$ cat config.mk
export PLATFORM = sky130hd
export DESIGN_NAME = hazard_flush_ctrl
export DESIGN_NICKNAME = d
export VERILOG_FILES = /design/src/rtl/hazard_flush_ctrl_pkg.sv /design/src/rtl/hazard_flush_ctrl.sv
export SDC_FILE = /design/constraint.sdc
export NUM_CORES = 1
export LEC_CHECK = 0
export CAP_MARGIN = 20
export CELL_PAD_IN_SITES_DETAIL_PLACEMENT = 0
export CELL_PAD_IN_SITES_GLOBAL_PLACEMENT = 1
export CORE_UTILIZATION = 32
export DETAILED_ROUTE_END_ITERATION = 12
export PLACE_DENSITY_LB_ADDON = 0.15
export SLEW_MARGIN = 15
export SYNTH_ARGS = -nofsm -noshare
export SYNTH_HDL_FRONTEND = slang
export SYNTH_SLANG_ARGS = --single-unit
$ cat constraint.sdc
create_clock -name clk -period 4.55 [get_ports clk]
set_clock_uncertainty 0.15 [all_clocks]
set_input_delay 0.6825 -clock clk [delete_from_list [all_inputs] [get_ports clk]]
set_output_delay 0.6825 -clock clk [all_outputs]
set_load 0.01 [all_outputs]
$ cat src/rtl/hazard_flush_ctrl_pkg.sv
// Shared definitions for the hazard/flush controller and the pipeline
// blocks around it.
//   DEF_REG_ADDR_WIDTH : register-file address width used by the pipeline
//                        registers, the register file and this controller
//   ST_RUN / ST_FLUSH  : encodings of the controller's two-state FSM
package hazard_flush_ctrl_pkg;

    localparam int DEF_REG_ADDR_WIDTH = 5;

    localparam logic [0:0] ST_RUN   = 1'b0;
    localparam logic [0:0] ST_FLUSH = 1'b1;

endpackage

$ cat src/rtl/hazard_flush_ctrl.sv
// Pipeline hazard controller. Generates stall/flush controls for the PC,
// the IF/ID and ID/EX pipeline registers, based on load-use hazards,
// taken branches/jumps resolved in EX and data-memory back-pressure.
// Also keeps a saturating count of cycles in which any control was active.
//
// Ports:
//   clk, rst_n        clock, asynchronous active-low reset
//   id_rd_addr1_in    ID source register 1
//   id_rd_addr2_in    ID source register 2
//   id_uses_rs2_in    ID instruction actually reads rs2
//   ex_mem_rd_en_in   EX instruction is a load
//   ex_wr_addr_in     EX destination register
//   ex_wr_en_in       EX instruction writes the register file
//   ex_redirect_in    EX resolved a taken branch or jump
//   mem_busy_in       data memory not ready, freeze the whole pipe
//   pc_stall_out      hold PC
//   if_id_stall_out   hold IF/ID
//   if_id_flush_out   clear IF/ID
//   id_ex_stall_out   hold ID/EX
//   id_ex_flush_out   clear ID/EX
//   stall_cnt_out     saturating count of cycles with any stall/flush active
module hazard_flush_ctrl
    import hazard_flush_ctrl_pkg::*;
#(
    parameter int REG_ADDR_WIDTH = DEF_REG_ADDR_WIDTH,
    parameter int FLUSH_CYCLES   = 1,
    parameter int CNT_WIDTH      = 16
) (
    input  logic                      clk,
    input  logic                      rst_n,
    input  logic [REG_ADDR_WIDTH-1:0] id_rd_addr1_in,
    input  logic [REG_ADDR_WIDTH-1:0] id_rd_addr2_in,
    input  logic                      id_uses_rs2_in,
    input  logic                      ex_mem_rd_en_in,
    input  logic [REG_ADDR_WIDTH-1:0] ex_wr_addr_in,
    input  logic                      ex_wr_en_in,
    input  logic                      ex_redirect_in,
    input  logic                      mem_busy_in,
    output logic                      pc_stall_out,
    output logic                      if_id_stall_out,
    output logic                      if_id_flush_out,
    output logic                      id_ex_stall_out,
    output logic                      id_ex_flush_out,
    output logic [CNT_WIDTH-1:0]      stall_cnt_out
);

    // The flush counter is 3 bits wide, so only 1..7 flush cycles are legal.
    generate
        if (FLUSH_CYCLES < 1 || FLUSH_CYCLES > 7) begin : g_bad_flush_cycles
            $error("hazard_flush_ctrl: FLUSH_CYCLES must be in 1..7");
        end
    endgenerate

    localparam logic [2:0] FLUSH_RELOAD = 3'(FLUSH_CYCLES - 1);

    logic [0:0] state, next_state;
    logic [2:0] flush_cnt, next_flush_cnt;

    logic load_use;
    logic pc_stall, if_id_stall, if_id_flush, id_ex_stall, id_ex_flush;
    logic any_active;

    // r0 is hard-wired to zero, so a load targeting it can never create a hazard.
    assign load_use = ex_mem_rd_en_in && ex_wr_en_in &&
                      (ex_wr_addr_in != '0) &&
                      ((ex_wr_addr_in == id_rd_addr1_in) ||
                       (id_uses_rs2_in && (ex_wr_addr_in == id_rd_addr2_in)));

    // Priority: memory freeze, then redirect (the ID instruction is on the
    // wrong path so it must be flushed, not stalled), then an ongoing
    // multi-cycle flush, then a load-use bubble.
    always_comb begin
        pc_stall       = 1'b0;
        if_id_stall    = 1'b0;
        if_id_flush    = 1'b0;
        id_ex_stall    = 1'b0;
        id_ex_flush    = 1'b0;
        next_state     = state;
        next_flush_cnt = flush_cnt;

        if (mem_busy_in) begin
            pc_stall    = 1'b1;
            if_id_stall = 1'b1;
            id_ex_stall = 1'b1;
        end else if (ex_redirect_in) begin
            if_id_flush    = 1'b1;
            id_ex_flush    = 1'b1;
            next_flush_cnt = FLUSH_RELOAD;
            next_state     = (FLUSH_RELOAD != 3'd0) ? ST_FLUSH : ST_RUN;
        end else if (state == ST_FLUSH) begin
            if_id_flush    = 1'b1;
            id_ex_flush    = 1'b1;
            next_flush_cnt = flush_cnt - 3'd1;
            next_state     = (flush_cnt == 3'd1) ? ST_RUN : ST_FLUSH;
        end else if (load_use) begin
            // One bubble is enough: next cycle the load reaches MEM and the
            // hazard disappears without any state change.
            pc_stall    = 1'b1;
            if_id_stall = 1'b1;
            id_ex_flush = 1'b1;
        end
    end

    // Gate the controls with rst_n so they drop in the same cycle reset
    // asserts, independent of the input pins.
    assign pc_stall_out    = pc_stall    & rst_n;
    assign if_id_stall_out = if_id_stall & rst_n;
    assign if_id_flush_out = if_id_flush & rst_n;
    assign id_ex_stall_out = id_ex_stall & rst_n;
    assign id_ex_flush_out = id_ex_flush & rst_n;

    assign any_active = pc_stall | if_id_stall | if_id_flush |
                        id_ex_stall | id_ex_flush;

    // FSM state and remaining flush cycles.
    always_ff @(posedge clk or negedge rst_n) begin
        if (!rst_n) begin
            state     <= ST_RUN;
            flush_cnt <= 3'd0;
        end else begin
            state     <= next_state;
            flush_cnt <= next_flush_cnt;
        end
    end

    // Saturating event counter; holds at all-ones instead of wrapping.
    always_ff @(posedge clk or negedge rst_n) begin
        if (!rst_n) begin
            stall_cnt_out <= '0;
        end else if (any_active && (stall_cnt_out != {CNT_WIDTH{1'b1}})) begin
            stall_cnt_out <= stall_cnt_out + 1'b1;
        end
    end

endmodule

==> metrics.txt, run 1 <==
# TYPE chip_impl_metric gauge
chip_impl_info{name="outcome",value="complete, no violations"} 1
chip_impl_metric{name="track_usage",unit="%"} 14.1
chip_impl_info{name="critical_path.most_common_cell",value="clkdlybuf4s50_1"} 1
chip_impl_metric{name="cts.clk_slew.worst_paths",unit="ns"} 0.07
chip_impl_metric{name="synth.ff_latch_count",unit=""} 20
chip_impl_metric{name="timing.critical_path.slowest_cell_delay",unit="ns"} 0.55
chip_impl_metric{name="number_of_global_route_vias_before_repair",unit=""} 990
chip_impl_metric{name="dr.first_iter.drc_count",unit=""} 28
chip_impl_metric{name="p_total",unit="uW"} 554
chip_impl_metric{name="port_buffers",unit=""} 42
chip_impl_metric{name="synth.yosys.seq_area_share",unit="%"} 42.5
chip_impl_info{name="timing.rr.start",value="stall_cnt_out[7]"} 1
chip_impl_metric{name="ctsHoldBuffers",unit=""} 0
chip_impl_metric{name="synth_area_per_cell",unit="um^2"} 10.2
chip_impl_info{name="end_kind",value="output port"} 1
chip_impl_metric{name="setup-violations-final",unit=""} 0
chip_impl_metric{name="place_ws",unit="ns"} 1.03
chip_impl_info{name="cts_tree",value="built"} 1
chip_impl_metric{name="drc_errors",unit=""} 0
chip_impl_metric{name="floorplan.die_area",unit="mm^2"} 0.00393
chip_impl_metric{name="timing.critical_path.required",unit="ns"} 3.72
chip_impl_info{name="hold_path_end",value="stall_cnt_out[12]"} 1
chip_impl_metric{name="final_critical_path_setup_slack",unit="ns"} 1.03
chip_impl_metric{name="die_x",unit="um"} 62.7
chip_impl_metric{name="rrSetupSlack",unit="ns"} 2.12
chip_impl_metric{name="route.detailed.vias_per_inst",unit=""} 4.80
chip_impl_metric{name="globalRouteOverflowTotal",unit=""} 0
chip_impl_metric{name="wirelength",unit="um"} 2560
chip_impl_info{name="holdCritStartpoint",value="stall_cnt_out[12]"} 1
chip_impl_info{name="critical_path.slowest_cell",value="clkdlybuf4s50_1"} 1
chip_impl_metric{name="cts_max_path_buffers",unit=""} 2
chip_impl_metric{name="synth_edf_count",unit=""} 0
chip_impl_metric{name="ioPinCount",unit=""} 43
chip_impl_metric{name="detailedPlacementHpwl",unit="um"} 1940
chip_impl_metric{name="placement_rows",unit=""} 21
chip_impl_metric{name="cts_htree_levels",unit=""} 1
chip_impl_metric{name="layout-drive-gt1-share",unit="%"} 8.23
chip_impl_metric{name="power_density",unit="mW/mm^2"} 330
chip_impl_metric{name="placed_cells_incl_taps",unit=""} 201
chip_impl_metric{name="cts.sink_count",unit=""} 20
chip_impl_metric{name="yosys_warnings",unit=""} 0
chip_impl_metric{name="grt_first_pass_wirelength",unit="um"} 4400
chip_impl_metric{name="cell_area_after_synthesis",unit="mm^2"} 0.00118
chip_impl_metric{name="initial_utilization",unit="%"} 34.2
chip_impl_info{name="timing.critical_path.from_type",value="input port"} 1
chip_impl_metric{name="via_count",unit=""} 980
chip_impl_metric{name="hold_worst_slack",unit="ns"} 0.348
chip_impl_metric{name="ir_drop",unit="V"} 0.000219
chip_impl_metric{name="hold_depth",unit=""} 1
chip_impl_info{name="setup.worst_path.class",value="in -> out"} 1
chip_impl_metric{name="transition_time_of_the_tightest_slew_check_pin",unit="ns"} 0.721
chip_impl_metric{name="initial_antenna_violation_count",unit=""} 0
chip_impl_metric{name="worstSkewPairLatency",unit="ns"} 0.25
chip_impl_metric{name="tns",unit="ns"} 0
chip_impl_metric{name="finish.net_count",unit=""} 185
chip_impl_metric{name="cp_data_arrival_time",unit="ns"} 2.69
chip_impl_metric{name="die_h",unit="um"} 62.7
chip_impl_info{name="cell_by_cell_trace_of_the_critical_path",value="clkdlybuf4s50_1, xor2_1, nor3_1, a22o_2, a31oi_1, nor2b_1, clkdlybuf4s50_1"} 1
chip_impl_metric{name="share_of_async_settable_or_async_resettable_flops_after_synthesis",unit="%"} 100
chip_impl_metric{name="wl_cell",unit="um"} 12.6
chip_impl_metric{name="finalCritPeriodShare",unit="%"} 77.4
chip_impl_metric{name="max_freq",unit="MHz"} 284
chip_impl_metric{name="power_leakage",unit="uW"} 0.000661
chip_impl_metric{name="grt_max_degree",unit=""} 24
chip_impl_metric{name="worst-r2r-cell-count",unit=""} 5
chip_impl_metric{name="detailed_routing_iterations_pass_1",unit=""} 4
chip_impl_metric{name="design.core.area",unit="mm^2"} 0.00344
chip_impl_metric{name="synthToLayoutAreaGrowth",unit="%"} 42.5
chip_impl_metric{name="post-route-min-period",unit="ns"} 3.52
chip_impl_info{name="hold_path.class",value="reg -> reg"} 1
chip_impl_metric{name="drv_cap",unit=""} 0
chip_impl_metric{name="antenna_left",unit=""} 0
chip_impl_info{name="rsz_0062_raised_after_global_routing",value="no"} 1
chip_impl_metric{name="ctsResizeCount",unit=""} 0
chip_impl_metric{name="synth_fp_nets",unit=""} 140
chip_impl_metric{name="cts_post_setup_buffers_inserted",unit=""} 0
chip_impl_metric{name="maxSlewHeadroom",unit="%"} 52.0
chip_impl_metric{name="max_fo_critical_path",unit=""} 3
chip_impl_metric{name="finalHoldViolations",unit=""} 0
chip_impl_metric{name="synth.distinct_cells",unit=""} 32
chip_impl_info{name="yosys_most_used_dff",value="dfrtp_1"} 1
chip_impl_metric{name="syn-instance-count",unit=""} 115
chip_impl_metric{name="diodes",unit=""} 0
chip_impl_metric{name="cts_buffers",unit=""} 3
chip_impl_info{name="rr_endpoint",value="stall_cnt_out[1]"} 1
chip_impl_metric{name="timing.final.max_slew_violations",unit=""} 0
chip_impl_metric{name="globalplace.congestion",unit=""} 0.768
chip_impl_info{name="clock_tree.root_cell",value="clkbuf_8"} 1
chip_impl_metric{name="layoutNonFillerInstCount",unit=""} 204
logic make-up (layout without fill, tap and decap cells):
kind of cell	after synthesis	after routing	synth area share [%]
AND/OR/NAND/NOR	44	44	20.4
XOR/XNOR	23	23	17.1
flip-flops	20	20	42.5
AO/OA/AOI/OAI	16	16	11.4
buffers and inverters	7	50	3.51
adder cells (fa/ha/maj)	3	3	3.19
multiplexers	2	2	1.91
flip-flops by register name, indices dropped and copies added, names as in the netlist:
name	flops
state	1
stall_cnt_out	16
flush_cnt	3
cell usage in the layout (no fill, tap or decap), drive strengths merged, types with 2 or more instances in the layout:
cell type / synthesis / final
o21ai: 3 / 3
clkdlybuf4s50: 0 / 42
a21oi: 4 / 4
clkbuf: 0 / 3
nand4: 4 / 4
mux2: 2 / 2
nand2b: 2 / 2
xnor2: 13 / 13
or3: 2 / 2
nand3: 6 / 6
and3: 5 / 5
ha: 3 / 3
nor2: 7 / 7
dfrtp: 20 / 20
nor2b: 2 / 2
nor3: 3 / 3
nand2: 9 / 9
a31oi: 2 / 2
inv: 4 / 4
and2: 2 / 2
xor2: 10 / 10
through the flow:
stage | utilization [%] | area, um^2
2_1_floorplan | - | 1180
3_3_place_gp | 47.5 | 1640
3_5_place_dp | 47.5 | 1640
4_1_cts | 48.7 | 1680
5_1_grt | 48.7 | 1680
6_report | 48.7 | 1680
routing by layer:
metal / track usage, % / vias to the layer above / part of all wire (%)
li1: - / 488 / -
met2: 23.1 / 38 / 44
met5: 0 / - / 0
met1: 17.5 / 450 / 47
met3: 4.74 / 4 / 7.4
met4: 4.36 / 0 / 1.2
synthesized netlist by cell type, drive strengths merged, types with 4 or more instances:
library cell	count	area, um^2
a21oi	4	20.0
and3	5	36.3
dfrtp	20	500
inv	4	15.0
nand2	9	33.8
nand3	6	30.0
nand4	4	25.0
nor2	7	26.3
xnor2	13	114
xor2	10	87.6
where the power goes:
| part | leakage (uW) | switching, uW | internal, uW |
|---|---|---|---|
| logic | 0.000376 | 75.9 | 117 |
| registers | 0.000263 | 38.7 | 211 |
| clock network | 0.0000216 | 52.3 | 58.8 |
| total | 0.000661 | 167 | 387 |
final cells by class:
class,count,area (um^2)
Fill cell,330,1760
Multi-Input combinational cell,88,636
Timing Repair Buffer,43,428
Clock buffer,3,41.3
Tap cell,46,57.6
Inverter,4,15.0
Sequential cell,20,500
worst max path at each step:
stage                     startpoint               to  slack [ns]
floorplan           ex_wr_addr_in[4]     pc_stall_out        1.90
global placement    ex_wr_addr_in[4]  if_id_stall_out        1.06
detailed placement  ex_wr_addr_in[4]     pc_stall_out        1.03
CTS                 ex_wr_addr_in[3]     pc_stall_out        1.03
global route        ex_wr_addr_in[3]     pc_stall_out        0.93
finish              ex_wr_addr_in[3]     pc_stall_out        1.03
worst max-delay path: cells and delay by family:
family / cells / cell delay (ns)
buf+inv: 2 / 1.03
compound gates: 2 / 0.30
xor+xnor: 1 / 0.19
simple gates: 2 / 0.49
No activity file was read; power rests on OpenSTA's default activity.
==> inputs of run 2 (changes only) <==
--- a/config.mk
+++ b/config.mk
@@ -8,7 +8,7 @@
 export CAP_MARGIN = 20
 export CELL_PAD_IN_SITES_DETAIL_PLACEMENT = 0
 export CELL_PAD_IN_SITES_GLOBAL_PLACEMENT = 1
-export CORE_UTILIZATION = 32
+export CORE_UTILIZATION = 29
 export DETAILED_ROUTE_END_ITERATION = 12
 export PLACE_DENSITY_LB_ADDON = 0.15
 export SLEW_MARGIN = 15
==> constraint.sdc (replaced) <==
create_clock -name clk -period 2.98 [get_ports clk]
set_clock_uncertainty 0.15 [all_clocks]
set_input_delay 0.447 -clock clk [delete_from_list [all_inputs] [get_ports clk]]
set_output_delay 0.447 -clock clk [all_outputs]
set_load 0.01 [all_outputs]
==> metrics.txt, run 2 (synthesized netlist as in run 1, its figures left out) <==
# TYPE chip_impl_metric gauge
chip_impl_metric{name="antenna_left",unit=""} 0
chip_impl_metric{name="detailroute.wirelength.met3",unit="um"} 185
chip_impl_info{name="layout_commonest_cell",value="clkdlybuf4s50_1"} 1
chip_impl_metric{name="detail_route.wirelength.met1",unit="um"} 1330
chip_impl_metric{name="cts_buffers",unit=""} 3
chip_impl_metric{name="port_buffers",unit=""} 42
chip_impl_metric{name="cp_data_arrival_time",unit="ns"} 2.20
chip_impl_metric{name="initial_utilization",unit="%"} 31.2
chip_impl_info{name="critical-path-top-delay-family",value="buffers and inverters"} 1
chip_impl_info{name="cell_by_cell_trace_of_the_critical_path",value="clkdlybuf4s50_1, or3_1, o311a_2, a31oi_1, nor2b_1, dlygate4sd2_1"} 1
chip_impl_metric{name="globalplace.congestion",unit=""} 0.734
chip_impl_metric{name="ioPinCount",unit=""} 43
chip_impl_metric{name="worstSkewPairLatency",unit="ns"} 0.25
chip_impl_metric{name="grt_first_pass_wirelength",unit="um"} 4360
chip_impl_metric{name="ir_drop",unit="V"} 0.000377
chip_impl_info{name="top_regs",value="stall_cnt_out (16), flush_cnt (3), state (1)"} 1
chip_impl_metric{name="netSwitchingFraction",unit="%"} 30.4
chip_impl_metric{name="hold_worst_slack",unit="ns"} 0.254
chip_impl_metric{name="finish.net_count",unit=""} 190
chip_impl_metric{name="total_length_of_routed_met2_wires",unit="um"} 1180
chip_impl_info{name="critical_path.slowest_cell",value="clkdlybuf4s50_1"} 1
chip_impl_metric{name="timing.critical_path.required",unit="ns"} 2.38
chip_impl_metric{name="cellInternalPower",unit="uW"} 623
chip_impl_info{name="cts_tree",value="built"} 1
chip_impl_info{name="end_kind",value="output port"} 1
chip_impl_metric{name="grt_max_degree",unit=""} 20
chip_impl_metric{name="layout-drive-gt1-share",unit="%"} 11.6
chip_impl_metric{name="timing.final.max_slew_violations",unit=""} 0
chip_impl_metric{name="worstPathBufferInverterCount",unit=""} 2
chip_impl_info{name="setup.worst_path.class",value="in -> out"} 1
chip_impl_metric{name="dr.first_iter.drc_count",unit=""} 16
chip_impl_info{name="timing.critical_path.from_type",value="input port"} 1
chip_impl_metric{name="detailedPlacementHpwl",unit="um"} 2040
chip_impl_metric{name="route.detailed.vias_per_inst",unit=""} 4.69
chip_impl_info{name="layout_common_cells",value="clkdlybuf4s50_1, dfrtp_1, xnor2_1"} 1
chip_impl_metric{name="design.core.area",unit="mm^2"} 0.00377
chip_impl_info{name="maxUsedRoutingLayer",value="met4"} 1
chip_impl_metric{name="net_switching_power",unit="uW"} 273
chip_impl_metric{name="cts_htree_levels",unit=""} 1
chip_impl_metric{name="rrSetupSlack",unit="ns"} 0.77
chip_impl_metric{name="setup-violations-final",unit=""} 0
chip_impl_metric{name="initial_antenna_violation_count",unit=""} 0
chip_impl_metric{name="cts_max_path_buffers",unit=""} 2
chip_impl_metric{name="max_reg_flops",unit=""} 16
chip_impl_metric{name="maxSlewHeadroom",unit="%"} 64.3
chip_impl_metric{name="track_usage",unit="%"} 13.4
chip_impl_metric{name="cts.clk_slew.worst_paths",unit="ns"} 0.07
chip_impl_metric{name="drc_errors",unit=""} 0
chip_impl_info{name="timing.rr.start",value="stall_cnt_out[7]"} 1
chip_impl_metric{name="globalRouteOverflowTotal",unit=""} 0
chip_impl_metric{name="cts.sink_count",unit=""} 20
chip_impl_metric{name="power_density",unit="mW/mm^2"} 517
chip_impl_metric{name="placement_rows",unit=""} 22
chip_impl_info{name="hold_path.class",value="in -> async"} 1
chip_impl_metric{name="floorplan.die_area",unit="mm^2"} 0.00432
chip_impl_metric{name="share_clk_of_total_power",unit="%"} 22.9
chip_impl_metric{name="synthToLayoutAreaGrowth",unit="%"} 47.1
chip_impl_info{name="worstSetupStartpoint",value="ex_wr_addr_in[0]"} 1
chip_impl_metric{name="max_fo_critical_path",unit=""} 3
chip_impl_info{name="clock_tree.root_cell",value="clkbuf_8"} 1
chip_impl_info{name="rsz_0062_raised_after_global_routing",value="no"} 1
chip_impl_metric{name="transition_time_of_the_tightest_slew_check_pin",unit="ns"} 0.533
chip_impl_metric{name="drv_cap",unit=""} 0
chip_impl_metric{name="finalCritPeriodShare",unit="%"} 93.7
chip_impl_metric{name="max_freq",unit="MHz"} 358
chip_impl_info{name="largest-register",value="stall_cnt_out"} 1
chip_impl_metric{name="finalHoldViolations",unit=""} 0
chip_impl_metric{name="via_count",unit=""} 995
chip_impl_metric{name="number_of_global_route_vias_before_repair",unit=""} 1007
chip_impl_metric{name="diodes",unit=""} 0
chip_impl_metric{name="ctsHoldBuffers",unit=""} 0
chip_impl_metric{name="power_leakage",unit="uW"} 0.000716
chip_impl_metric{name="detailed_routing_iterations_pass_1",unit=""} 4
chip_impl_metric{name="p_total",unit="uW"} 896
chip_impl_metric{name="wirelength",unit="um"} 2730
chip_impl_metric{name="util_after_layout",unit="%"} 45.9
chip_impl_metric{name="timing.critical_path.slowest_cell_delay",unit="ns"} 0.46
chip_impl_metric{name="post-route-min-period",unit="ns"} 2.79
chip_impl_metric{name="die_h",unit="um"} 65.7
chip_impl_metric{name="wl_cell",unit="um"} 12.9
chip_impl_metric{name="pwr-share-seq",unit="%"} 43.1
chip_impl_metric{name="pwr-share-comb",unit="%"} 34.1
chip_impl_info{name="outcome",value="complete, no violations"} 1
chip_impl_metric{name="die_x",unit="um"} 65.7
run 2: worst paths after layout:
kind,to,depth (start not counted)
worst max-delay path,pc_stall_out,6
max in group asynchronous,stall_cnt_out[13],2
worst min-delay path,flush_cnt[2],1
min in group clk,stall_cnt_out[12],1
worst min register to register,stall_cnt_out[12],1
worst max register to register,stall_cnt_out[1],6
run 2: layer usage:
metal	vias up	track usage, %
li1	502	-
met1	453	16.0
met2	36	22.7
met3	4	2.95
met4	0	5.71
met5	-	0
run 2: stage by stage:
stage / instances / worst slack [ns] / setup TNS, ns / instance area (um^2)
floorplan: 115 / 0.799 / 0 / 1180
global placement: 207 / -0.000380 / -0.000495 / 1670
detailed placement: 207 / -0.0105 / -0.0151 / 1670
CTS: 211 / 0.0184 / 0 / 1720
global route: 212 / 0.0613 / 0 / 1730
finish: 212 / 0.187 / 0 / 1730
run 2: layout make-up:
cell class                 instances  area, um^2
fill                             349        2040
multi-input combinational         88         636
sequential                        20         500
timing repair buffer              48         465
tap                               48        60.1
clock buffer                       4        55.1
inverter                           4        15.0
run 2: power groups by stage:
stage / combinational [uW] / sequential, uW / clock [uW]
after CTS: 310 / 387 / 211
after global placement: 303 / 387 / 0
after detailed placement: 308 / 391 / 0
after global routing: 338 / 394 / 222
final: 305 / 386 / 205
after floorplan: 125 / 399 / 0
run 2: worst register-to-register path: stages, from the launching register on:
cell	delay, ns
dfrtp_1	0.45
and4_4	0.23
and3_1	0.20
and3_4	0.20
a311oi_4	0.27
buf_4	0.25
mux2_2	0.35
run 2: timing repair:
item,4_1_cts,5_1_grt
hold endpoints to repair,0,0
gates resized for setup,2,1
setup buffers,0,1
pin swaps,0,1
endpoints found under the setup margin,2,1
